## src/rtl/cp0_tlb_regs.sv

```systemverilog
// MIPS CP0 register file covering the TLB, exception and interrupt registers.
// Optional Count/Compare timer is built only when CP0_TIMER_EN is defined.
module cp0_tlb_regs #(
  parameter int TLBNUM = 16,
  parameter int IDXW   = $clog2(TLBNUM)
) (
  input  logic            clk,
  input  logic            reset,
  input  logic            ex_valid,
  input  logic [4:0]      ex_code,
  input  logic            ex_bd,
  input  logic [31:0]     ex_pc,
  input  logic [31:0]     ex_badvaddr,
  input  logic            eret,
  input  logic [5:0]      hw_int,
  input  logic            mtc0_we,
  input  logic [4:0]      mtc0_addr,
  input  logic [31:0]     mtc0_wdata,
  input  logic [4:0]      raddr,
  output logic [31:0]     rdata,
  input  logic            tlbp,
  input  logic            tlbr,
  input  logic            s_found,
  input  logic [IDXW-1:0] s_index,
  input  logic [18:0]     r_vpn2,
  input  logic [7:0]      r_asid,
  input  logic            r_g,
  input  logic [19:0]     r_pfn0,
  input  logic [2:0]      r_c0,
  input  logic            r_d0,
  input  logic            r_v0,
  input  logic [19:0]     r_pfn1,
  input  logic [2:0]      r_c1,
  input  logic            r_d1,
  input  logic            r_v1,
  output logic [IDXW-1:0] w_index,
  output logic [IDXW-1:0] wr_index,
  output logic [31:0]     entryhi,
  output logic [31:0]     entrylo0,
  output logic [31:0]     entrylo1,
  output logic [31:0]     epc,
  output logic            int_req
);
  localparam logic [4:0] A_INDEX = 5'd0,  A_RANDOM = 5'd1,  A_LO0 = 5'd2,   A_LO1 = 5'd3;
  localparam logic [4:0] A_WIRED = 5'd6,  A_BVA    = 5'd8,  A_COUNT = 5'd9, A_EHI = 5'd10;
  localparam logic [4:0] A_CMP   = 5'd11, A_STATUS = 5'd12, A_CAUSE = 5'd13, A_EPC = 5'd14;
  localparam logic [IDXW-1:0] MAXIDX = IDXW'(TLBNUM - 1);

  logic            index_p_q, index_p_d;
  logic [IDXW-1:0] index_q, index_d, random_q, random_d, wired_q, wired_d;
  logic [18:0]     vpn2_q, vpn2_d;
  logic [7:0]      asid_q, asid_d;
  logic [19:0]     pfn0_q, pfn0_d, pfn1_q, pfn1_d;
  logic [2:0]      c0_q, c0_d, c1_q, c1_d;
  logic            d0_q, d0_d, v0_q, v0_d, g0_q, g0_d;
  logic            d1_q, d1_d, v1_q, v1_d, g1_q, g1_d;
  logic [31:0]     badvaddr_q, badvaddr_d, epc_q, epc_d;
  logic [7:0]      im_q, im_d;
  logic            exl_q, exl_d, ie_q, ie_d, bd_q, bd_d;
  logic [4:0]      exccode_q, exccode_d;
  logic [5:0]      ip_hw_q, ip_hw_d;
  logic [1:0]      ip_sw_q, ip_sw_d;
  logic            ti;
  logic [31:0]     count_rd, compare_rd;

`ifdef CP0_TIMER_EN
  logic [31:0] count_q, count_d, compare_q, compare_d;
  logic        ti_q, ti_d, half_q, half_d;
  assign ti         = ti_q;
  assign count_rd   = count_q;
  assign compare_rd = compare_q;
`else
  assign ti         = 1'b0;
  assign count_rd   = '0;
  assign compare_rd = '0;
`endif

  logic [7:0] ip;
  assign ip = {ip_hw_q[5] | ti, ip_hw_q[4:0], ip_sw_q};

  // Fields are assigned lowest priority first so later writers override.
  always_comb begin
    index_p_d = index_p_q; index_d = index_q; wired_d = wired_q;
    random_d  = (random_q == wired_q) ? MAXIDX : random_q - 1'b1;
    vpn2_d = vpn2_q; asid_d = asid_q;
    pfn0_d = pfn0_q; c0_d = c0_q; d0_d = d0_q; v0_d = v0_q; g0_d = g0_q;
    pfn1_d = pfn1_q; c1_d = c1_q; d1_d = d1_q; v1_d = v1_q; g1_d = g1_q;
    badvaddr_d = badvaddr_q; epc_d = epc_q;
    im_d = im_q; exl_d = exl_q; ie_d = ie_q; bd_d = bd_q; exccode_d = exccode_q;
    ip_hw_d = hw_int; ip_sw_d = ip_sw_q;
`ifdef CP0_TIMER_EN
    half_d    = ~half_q;
    count_d   = half_q ? count_q + 32'd1 : count_q;
    compare_d = compare_q;
    ti_d      = ti_q | (count_q == compare_q);
`endif
    if (mtc0_we) begin
      case (mtc0_addr)
        A_INDEX: index_d = mtc0_wdata[IDXW-1:0];
        A_LO0: begin
          pfn0_d = mtc0_wdata[25:6]; c0_d = mtc0_wdata[5:3];
          d0_d = mtc0_wdata[2]; v0_d = mtc0_wdata[1]; g0_d = mtc0_wdata[0];
        end
        A_LO1: begin
          pfn1_d = mtc0_wdata[25:6]; c1_d = mtc0_wdata[5:3];
          d1_d = mtc0_wdata[2]; v1_d = mtc0_wdata[1]; g1_d = mtc0_wdata[0];
        end
        A_WIRED: begin
          wired_d  = mtc0_wdata[IDXW-1:0];
          random_d = MAXIDX;
        end
        A_EHI: begin
          vpn2_d = mtc0_wdata[31:13]; asid_d = mtc0_wdata[7:0];
        end
        A_STATUS: begin
          im_d = mtc0_wdata[15:8]; exl_d = mtc0_wdata[1]; ie_d = mtc0_wdata[0];
        end
        A_CAUSE: ip_sw_d = mtc0_wdata[9:8];
        A_EPC:   epc_d = mtc0_wdata;
`ifdef CP0_TIMER_EN
        A_COUNT: count_d = mtc0_wdata;
        A_CMP: begin
          compare_d = mtc0_wdata;
          ti_d      = 1'b0;
        end
`endif
        default: ;
      endcase
    end
    if (tlbp) begin
      index_p_d = ~s_found;
      if (s_found) index_d = s_index;
    end
    if (tlbr) begin
      vpn2_d = r_vpn2; asid_d = r_asid;
      pfn0_d = r_pfn0; c0_d = r_c0; d0_d = r_d0; v0_d = r_v0; g0_d = r_g;
      pfn1_d = r_pfn1; c1_d = r_c1; d1_d = r_d1; v1_d = r_v1; g1_d = r_g;
    end
    if (eret) exl_d = 1'b0;
    if (ex_valid) begin
      exccode_d = ex_code;
      exl_d     = 1'b1;
      // A nested exception keeps the original return point.
      if (!exl_q) begin
        epc_d = ex_bd ? ex_pc - 32'd4 : ex_pc;
        bd_d  = ex_bd;
      end
      if (ex_code inside {[5'd1:5'd5]}) badvaddr_d = ex_badvaddr;
      if (ex_code inside {[5'd1:5'd3]}) vpn2_d = ex_badvaddr[31:13];
    end
  end

  always_ff @(posedge clk) begin
    if (reset) begin
      index_p_q <= 1'b0; index_q <= '0; random_q <= MAXIDX; wired_q <= '0;
      vpn2_q <= '0; asid_q <= '0;
      pfn0_q <= '0; c0_q <= '0; d0_q <= 1'b0; v0_q <= 1'b0; g0_q <= 1'b0;
      pfn1_q <= '0; c1_q <= '0; d1_q <= 1'b0; v1_q <= 1'b0; g1_q <= 1'b0;
      badvaddr_q <= '0; epc_q <= '0;
      im_q <= '0; exl_q <= 1'b0; ie_q <= 1'b0; bd_q <= 1'b0; exccode_q <= '0;
      ip_hw_q <= '0; ip_sw_q <= '0;
`ifdef CP0_TIMER_EN
      count_q <= '0; compare_q <= '0; ti_q <= 1'b0; half_q <= 1'b0;
`endif
    end else begin
      index_p_q <= index_p_d; index_q <= index_d; random_q <= random_d; wired_q <= wired_d;
      vpn2_q <= vpn2_d; asid_q <= asid_d;
      pfn0_q <= pfn0_d; c0_q <= c0_d; d0_q <= d0_d; v0_q <= v0_d; g0_q <= g0_d;
      pfn1_q <= pfn1_d; c1_q <= c1_d; d1_q <= d1_d; v1_q <= v1_d; g1_q <= g1_d;
      badvaddr_q <= badvaddr_d; epc_q <= epc_d;
      im_q <= im_d; exl_q <= exl_d; ie_q <= ie_d; bd_q <= bd_d; exccode_q <= exccode_d;
      ip_hw_q <= ip_hw_d; ip_sw_q <= ip_sw_d;
`ifdef CP0_TIMER_EN
      count_q <= count_d; compare_q <= compare_d; ti_q <= ti_d; half_q <= half_d;
`endif
    end
  end

  assign w_index  = index_q;
  assign wr_index = random_q;
  assign entryhi  = {vpn2_q, 5'b0, asid_q};
  assign entrylo0 = {6'b0, pfn0_q, c0_q, d0_q, v0_q, g0_q};
  assign entrylo1 = {6'b0, pfn1_q, c1_q, d1_q, v1_q, g1_q};
  assign epc      = epc_q;
  assign int_req  = ie_q & ~exl_q & |(ip & im_q);

  always_comb begin
    rdata = '0;
    case (raddr)
      A_INDEX:  rdata = {index_p_q, {(31-IDXW){1'b0}}, index_q};
      A_RANDOM: rdata = {{(32-IDXW){1'b0}}, random_q};
      A_LO0:    rdata = entrylo0;
      A_LO1:    rdata = entrylo1;
      A_WIRED:  rdata = {{(32-IDXW){1'b0}}, wired_q};
      A_BVA:    rdata = badvaddr_q;
      A_COUNT:  rdata = count_rd;
      A_EHI:    rdata = entryhi;
      A_CMP:    rdata = compare_rd;
      A_STATUS: rdata = {9'b0, 1'b1, 6'b0, im_q, 6'b0, exl_q, ie_q};
      A_CAUSE:  rdata = {bd_q, ti, 14'b0, ip, 1'b0, exccode_q, 2'b0};
      A_EPC:    rdata = epc_q;
      default:  rdata = '0;
    endcase
  end
endmodule
```

## config.mk

```make
export PLATFORM = sky130hd
export DESIGN_NAME = cp0_tlb_regs
export DESIGN_NICKNAME = d
export VERILOG_FILES = /design/src/rtl/cp0_tlb_regs.sv
export SDC_FILE = /design/constraint.sdc
export NUM_CORES = 1
export LEC_CHECK = 0
export BUFFER_PORTS_ARGS = -buffer_cell sky130_fd_sc_hd__buf_2
export CORE_MARGIN = 4
export CORE_UTILIZATION = 40
export CTS_CLUSTER_SIZE = 10
export DETAILED_ROUTE_END_ITERATION = 10
export GPL_TIMING_DRIVEN = 0
export MAX_ROUTING_LAYER = met4
export PLACE_DENSITY = 0.69
export SETUP_SLACK_MARGIN = 0.05
export SLEW_MARGIN = 10
export SYNTH_ARGS = -nofsm -noshare
export SYNTH_HDL_FRONTEND = slang
export SYNTH_SLANG_ARGS = --single-unit
export TNS_END_PERCENT = 50
```

## constraint.sdc

```tcl
create_clock -name clk -period 3.98 [get_ports clk]
set_input_delay 0.199 -clock clk [delete_from_list [all_inputs] [get_ports clk]]
set_output_delay 0.199 -clock clk [all_outputs]
set_load 0.03 [all_outputs]
```

==> impl_metrics.tcl, run 1 <==
set metrics [dict create \
    core_mm2 0.02361 \
    cap_viol_max_count 1 \
    violations "hold timing, capacitance limit" \
    clkLatencyLatePin_ns 0.45 \
    ys_async_sr_fraction_pct 0 \
    drv_slew 0 \
    firstDrtPassIters 7 \
    hold_start "ex_badvaddr[7]" \
    synth_xor_area_share_pct 1.539 \
    synth_flop_cell "dfxtp_1" \
    reg2reg_slack_ns 1.90 \
    drive_gt1_share_pct 26.49 \
    nets 1828 \
    avgRoutedWirePerCell_um 26.39 \
    synth.area.mux_share_pct 4.254 \
    path_common_cell "clkbuf_1" \
    gr-total-overflow 0 \
    synth_compound_area_share_pct 24.00 \
    cts_setup_buffers 0 \
    whs_ns -0.001782 \
    setup_viol 0 \
    grt_pass1_vias 11280 \
    yosysUniqueCellTypes 62 \
    crit_path_start_kind "input pin" \
    cp-endpoint "rdata[7]" \
    fin_crit_sh_pct 80.21 \
    ios 377 \
    irDropWorstVdd_uv 253.1 \
    cts.sinks 180 \
    min_period_ns 3.192 \
    hpwl_um 40110 \
    routed_via_density 6.179 \
    cts_buffers 17 \
    clock_path_buffers 2 \
    timing.rr.end "epc[6]" \
    dp_cells 1888 \
    cts_hold_buf 30 \
    crit_chain "clkbuf_1 -> nor2b_1 -> and2_1 -> clkbuf_1 -> clkbuf_1 -> a22oi_1 -> nand3_1 -> buf_2" \
    hold_viol 1 \
    rsz0062_at_grt "no" \
    synth-simple-area-share_pct 26.20 \
    ys_ff_latch 180 \
    avgSynthCellArea_um2 8.090 \
    cts_resized 0 \
    yosysWarnings 0 \
    hp-class "in -> reg" \
    syn_inst 1196 \
    maxSlewHeadroom_pct 0.8259 \
    synthAdderAreaFrac_pct 0.2586 \
    crit_required_ns 3.78 \
    met3_length_um 5674 \
    finalPower_uw 5018 \
    antenna_found_initial 3 \
    gp_congestion 0.9981 \
    timing.rr.start "exl_q" \
    wirelength_um 51550 \
    cpPeakStageDelay_ns 0.80 \
    die_area_mm2 0.02674 \
    fmax_ghz 0.3133 \
    status "finished, violations left" \
    cp-end-kind "output pin" \
    grt_start_max_net_pins 18 \
    worstSetupPathType "in -> out" \
    ff2ff_path_depth 5 \
    synth_area_mm2 0.009676 \
    antenna_left 0 \
    crit_slowest_cell "clkbuf_1" \
    synth-seq-area-share_pct 37.24 \
    htree_levels 4 \
    wl_met1_um 19550 \
    drt_iter0_drc 1583 \
    die_height_um 163.5 \
    fp-row-count 56 \
    fin_tns_setup_ns 0 \
    synth_top_family_by_area "simple AND/OR/NAND/NOR gates" \
    worstPathMaxFanout 10 \
    clkTransAtPathRegs_ns 0.07 \
    finalClockSkew_ns 0.009376 \
    cp-startpoint "raddr[3]" \
    dr.max_layer_used "met4" \
    die_w_um 163.5 \
    stdcell_count 1953 \
    grt_pass1_wl_um 72640 \
    drc 0 \
    port_buffers 356 \
    synthToLayoutAreaGrowth_pct 33.52 \
    start_util_pct 40.98 \
    vias 12070 \
    powerDensity_mw_per_mm2 388.5 \
    cts_root_buf "clkbuf_16" \
    crit_arrival_ns 2.99 \
    synth_edf_count 0 \
    final_cell_mix "buf_2 (358), dfxtp_1 (180), nand2_1 (160)" \
    track_usage_pct 37.57 \
    cts_tree "yes" \
    tightest_slew_ns 1.475 \
    wl_met2_um 23570 \
    layout_commonest_cell "buf_2" \
    leakagePower_uw 0.005772 \
]
worst max-delay path: cells and delay by family:
| kind | cells | cell delay (ns) |
|---|---|---|
| simple gates | 3 | 0.79 |
| compound gates | 1 | 0.33 |
| buf+inv | 4 | 1.65 |
sequential cells by signal (all words and copies together), names as in the netlist, 3 cells and up:
signal / count
asid_q: 8
badvaddr_q: 32
c0_q: 3
c1_q: 3
epc: 32
exccode_q: 5
im_q: 8
ip_hw_q: 6
pfn0_q: 20
pfn1_q: 20
vpn2_q: 19
w_index: 4
wired_q: 4
wr_index: 4
routing by layer:
metal,GRT usage [%],vias to the layer above
li1,-,5286
met1,45.00,5742
met2,59.87,866
met3,8.352,174
met4,18.45,0
met5,-,-
area by class of cell:
type,count,area (um2)
Multi-Input combinational cell,891,5518
Clock buffer,18,439.2
Inverter,9,33.78
Buffer,132,591.8
Fill cell,2400,10690
Antenna cell,3,7.507
Sequential cell,180,3603
Timing Repair Buffer,387,2090
Clock inverter,14,236.5
Tap cell,319,399.1
power breakdown:
group          switching [uW]  internal, uW
Sequential                124          1910
Clock                     846          1150
Combinational             654           329
Total                    1630          3390
worst min-delay path by stage:
stage,slack (ns),cells after the start,end
6_report,-0.002,3,badvaddr_q[7]
2_1_floorplan,0.32,1,vpn2_q[0]
5_1_grt,0.01,3,badvaddr_q[7]
4_1_cts,0.0003,3,badvaddr_q[7]
3_5_place_dp,0.42,2,ip_hw_q[4]
3_3_place_gp,0.41,2,ip_hw_q[3]
synth_stat cells, drive strengths merged (6+ instances only):
master,n,area [um2]
xor2,6,52.55
and4,7,61.31
nor3,9,45.04
dfxtp,180,3603
xnor2,11,96.34
and2,6,37.54
a211o,20,175.2
a311oi,53,464.2
nand2b,20,125.1
or4,8,63.81
inv,9,33.78
nand3,83,415.4
and3,52,325.3
nand2,160,600.6
nor2b,12,75.07
a22oi,65,488.0
a32o,20,200.2
clkbuf,105,394.1
nor2,98,367.9
nand4,6,37.54
nor4,19,125.1
buf,27,197.7
a211oi,63,473.0
mux2i,40,400.4
or3,8,50.05
a21oi,47,235.2
stage by stage:
stage / instance area [um2] / util (%) / setup WS (ns)
after floorplan: 9736 / - / 1.921
after global placement: 11920 / 50.47 / 0.7344
after detailed placement: 11940 / 50.55 / 0.7436
after CTS: 12910 / 54.68 / 0.9255
after global routing: 12920 / 54.71 / 0.7592
final: 12920 / 54.71 / 0.7878
kinds of logic (layout without fill, tap and decap cells):
family,count (synthesis),after routing
XOR/XNOR,17,17
other,1,20
buffers and inverters,141,560
AO/OA/AOI/OAI,302,302
AND/OR/NAND/NOR,512,512
multiplexers,41,41
flip-flops,180,180
adder cells (fa/ha/maj),2,2
Note: power is estimated with default switching activity, not from simulation.
==> run 2: changes to the inputs <==
--- a/config.mk
+++ b/config.mk
@@ -12,7 +12,7 @@
 export DETAILED_ROUTE_END_ITERATION = 10
 export GPL_TIMING_DRIVEN = 0
 export MAX_ROUTING_LAYER = met4
-export PLACE_DENSITY = 0.69
+export PLACE_DENSITY = 0.71
 export SETUP_SLACK_MARGIN = 0.05
 export SLEW_MARGIN = 10
 export SYNTH_ARGS = -nofsm -noshare
==> constraint.sdc (replaced) <==
create_clock -name clk -period 2.6 [get_ports clk]
set_input_delay 0.13 -clock clk [delete_from_list [all_inputs] [get_ports clk]]
set_output_delay 0.13 -clock clk [all_outputs]
set_load 0.03 [all_outputs]
==> run 2 against run 1 <==
  * The flow now finishes without violations
  * Critical path depth stayed put
  * Via count is 1.9% higher
  * Sequential power is 53% higher
  * Clock-buffer cell count is 1 lower
  * Die area stayed put
  * Worst setup slack worse by 0.77 ns
  * Sequential cell count stayed put
  * Critical path type unchanged
  * Largest power group unchanged
==> impl_metrics.tcl, run 2 (same netlist as run 1, synthesis figures left out) <==
set metrics [dict create \
    timing.rr.start "exl_q" \
    cts_root_buf "clkbuf_16" \
    track_usage_pct 38.46 \
    drt_iter0_drc 1658 \
    cts.sinks 180 \
    antenna_left 0 \
    seqPwrFrac_pct 41.9 \
    start_util_pct 40.98 \
    grt_pass1_vias 11870 \
    path_common_cell "buf_2" \
    hold_viol 0 \
    gr-total-overflow 0 \
    busiest_layer "met2" \
    synthToLayoutAreaGrowth_pct 40.28 \
    fmax_ghz 0.3867 \
    worstPathMaxFanout 10 \
    fin_ws_ns 0.01416 \
    crit_path_start_kind "input pin" \
    irDropWorstVdd_uv 383.8 \
    crit_required_ns 2.47 \
    pwr-share-comb_pct 21.5 \
    tightest_slew_ns 1.335 \
    vias 12290 \
    powerDensity_mw_per_mm2 546.7 \
    status "finished clean" \
    timing.rr.end "epc[3]" \
    clock_path_buffers 2 \
    crit_slowest_cell "buf_2" \
    fp-row-count 56 \
    fin_tns_setup_ns 0 \
    fin_crit_sh_pct 99.46 \
    hold_path_end "asid_q[7]" \
    core_mm2 0.02361 \
    rsz0062_at_grt "no" \
    ios 377 \
    antenna_found_initial 3 \
    port_buffers 356 \
    drv_slew 0 \
    die_height_um 163.5 \
    power.switching_uw 2554 \
    hp-class "in -> reg" \
    min_delay_path_depth 3 \
    nFillCells 2197 \
    final_area_mm2 0.01357 \
    avgRoutedWirePerCell_um 25.78 \
    htree_levels 4 \
    met3_usage_pct 8.024 \
    clkTransAtPathRegs_ns 0.07 \
    whs_ns 0.0001249 \
    hpwl_um 39920 \
    cellInternalPower_uw 4865 \
    setup_viol 0 \
    firstDrtPassIters 6 \
    ff2ff_path_depth 5 \
    finalClockSkew_ns 0.009565 \
    die_w_um 163.5 \
    crit_arrival_ns 2.46 \
    swShare_pct 34.43 \
    path_buf_inv 4 \
    crit_chain "buf_2 -> nor2b_1 -> and2_1 -> clkbuf_1 -> buf_2 -> a22oi_1 -> nand3_1 -> buf_2" \
    routed_via_density 6.080 \
    final_cell_mix "buf_2 (359), dfxtp_1 (180), nand2_1 (160)" \
    cts_tree "yes" \
    grt_start_max_net_pins 19 \
    cpPeakStageDelay_ns 0.47 \
    cp-end-kind "output pin" \
    die_area_mm2 0.02674 \
    grt_pass1_wl_um 74760 \
    clkLatencyLatePin_ns 0.45 \
    critPathTopFamily "buffers and inverters" \
    layout_commonest_cell "buf_2" \
    gp_congestion 0.9937 \
    wirelength_um 52130 \
    cap_viol_max_count 0 \
    met2_usage_pct 61.62 \
    maxSlewHeadroom_pct 10.99 \
    hold_start "r_asid[7]" \
    min_period_ns 2.586 \
    cts_buffers 17 \
    reg2reg_slack_ns 0.51 \
    dp_slack_ns -0.3713 \
    p_clk_share_pct 36.6 \
    nets 1896 \
    drc 0 \
    drive_gt1_share_pct 26.43 \
    utilization_pct 57.48 \
    grt_util_met1_pct 46.56 \
    placed_cell_area_mm2 0.01193 \
    worstSetupPathType "in -> out" \
    leakagePower_uw 0.006056 \
]
[run 2: power by group through the flow]
| stage | registers, uW | logic, uW | clock network, uW |
|---|---|---|---|
| detailed placement | 3160 | 1440 | 0 |
| floorplan | 3350 | 575 | 0 |
| CTS | 3100 | 1560 | 2690 |
| global placement | 3160 | 1430 | 0 |
| global route | 3120 | 1680 | 2810 |
| finish | 3110 | 1600 | 2720 |
[run 2: what timing repair did]
item                                    in CTS  in global routing
endpoints found under the setup margin      32                 58
cloned                                       0                  0
gates resized for setup                     10                 14
buffers inserted                             0                  0
endpoints found under the hold margin      118                  0
hold buffers                                99                  0
[run 2: layout make-up]
class	count	area [um2]	area share [%]
Antenna cell	4	10.01	0.07375
Buffer	132	609.3	4.489
Timing Repair Buffer	455	2773	20.43
Multi-Input combinational cell	891	5548	40.87
Inverter	9	33.78	0.2489
Sequential cell	180	3603	26.55
Clock inverter	15	171.4	1.263
Tap cell	319	399.1	2.941
Clock buffer	17	425.4	3.134
[run 2: worst max-delay path by stage]
stage | start | depth (start not counted) | to | slack, ns
floorplan | ex_pc[3] | 4 | epc[17] | 0.61
CTS | raddr[3] | 8 | rdata[8] | 0.06
global route | raddr[0] | 8 | rdata[7] | 0.05
detailed placement | raddr[2] | 8 | rdata[6] | -0.37
global placement | raddr[2] | 8 | rdata[6] | -0.44
finish | raddr[0] | 8 | rdata[7] | 0.01
[run 2: worst register-to-register path, cell delays in order (launching register included)]
cell      delay [ns]
dfxtp_1         0.46
nand2b_1        0.14
clkbuf_1        0.47
clkbuf_1        0.53
nor2_1          0.16
a311oi_1        0.26
[run 2: layer usage]
metal / up-vias / routed length (um) / part of all wire [%]
met5: - / 0 / 0
met4: 0 / 2748 / 5.3
met3: 175 / 5842 / 11
met2: 892 / 23890 / 46
met1: 5797 / 19650 / 38
li1: 5429 / - / -
[run 2: stage by stage]
stage          std cells  total power [uW]
4_1_cts             2018              7348
6_report            2022              7420
3_5_place_dp        1887              4600
2_1_floorplan       1212              3920
5_1_grt             2021              7603
3_3_place_gp        1887              4590
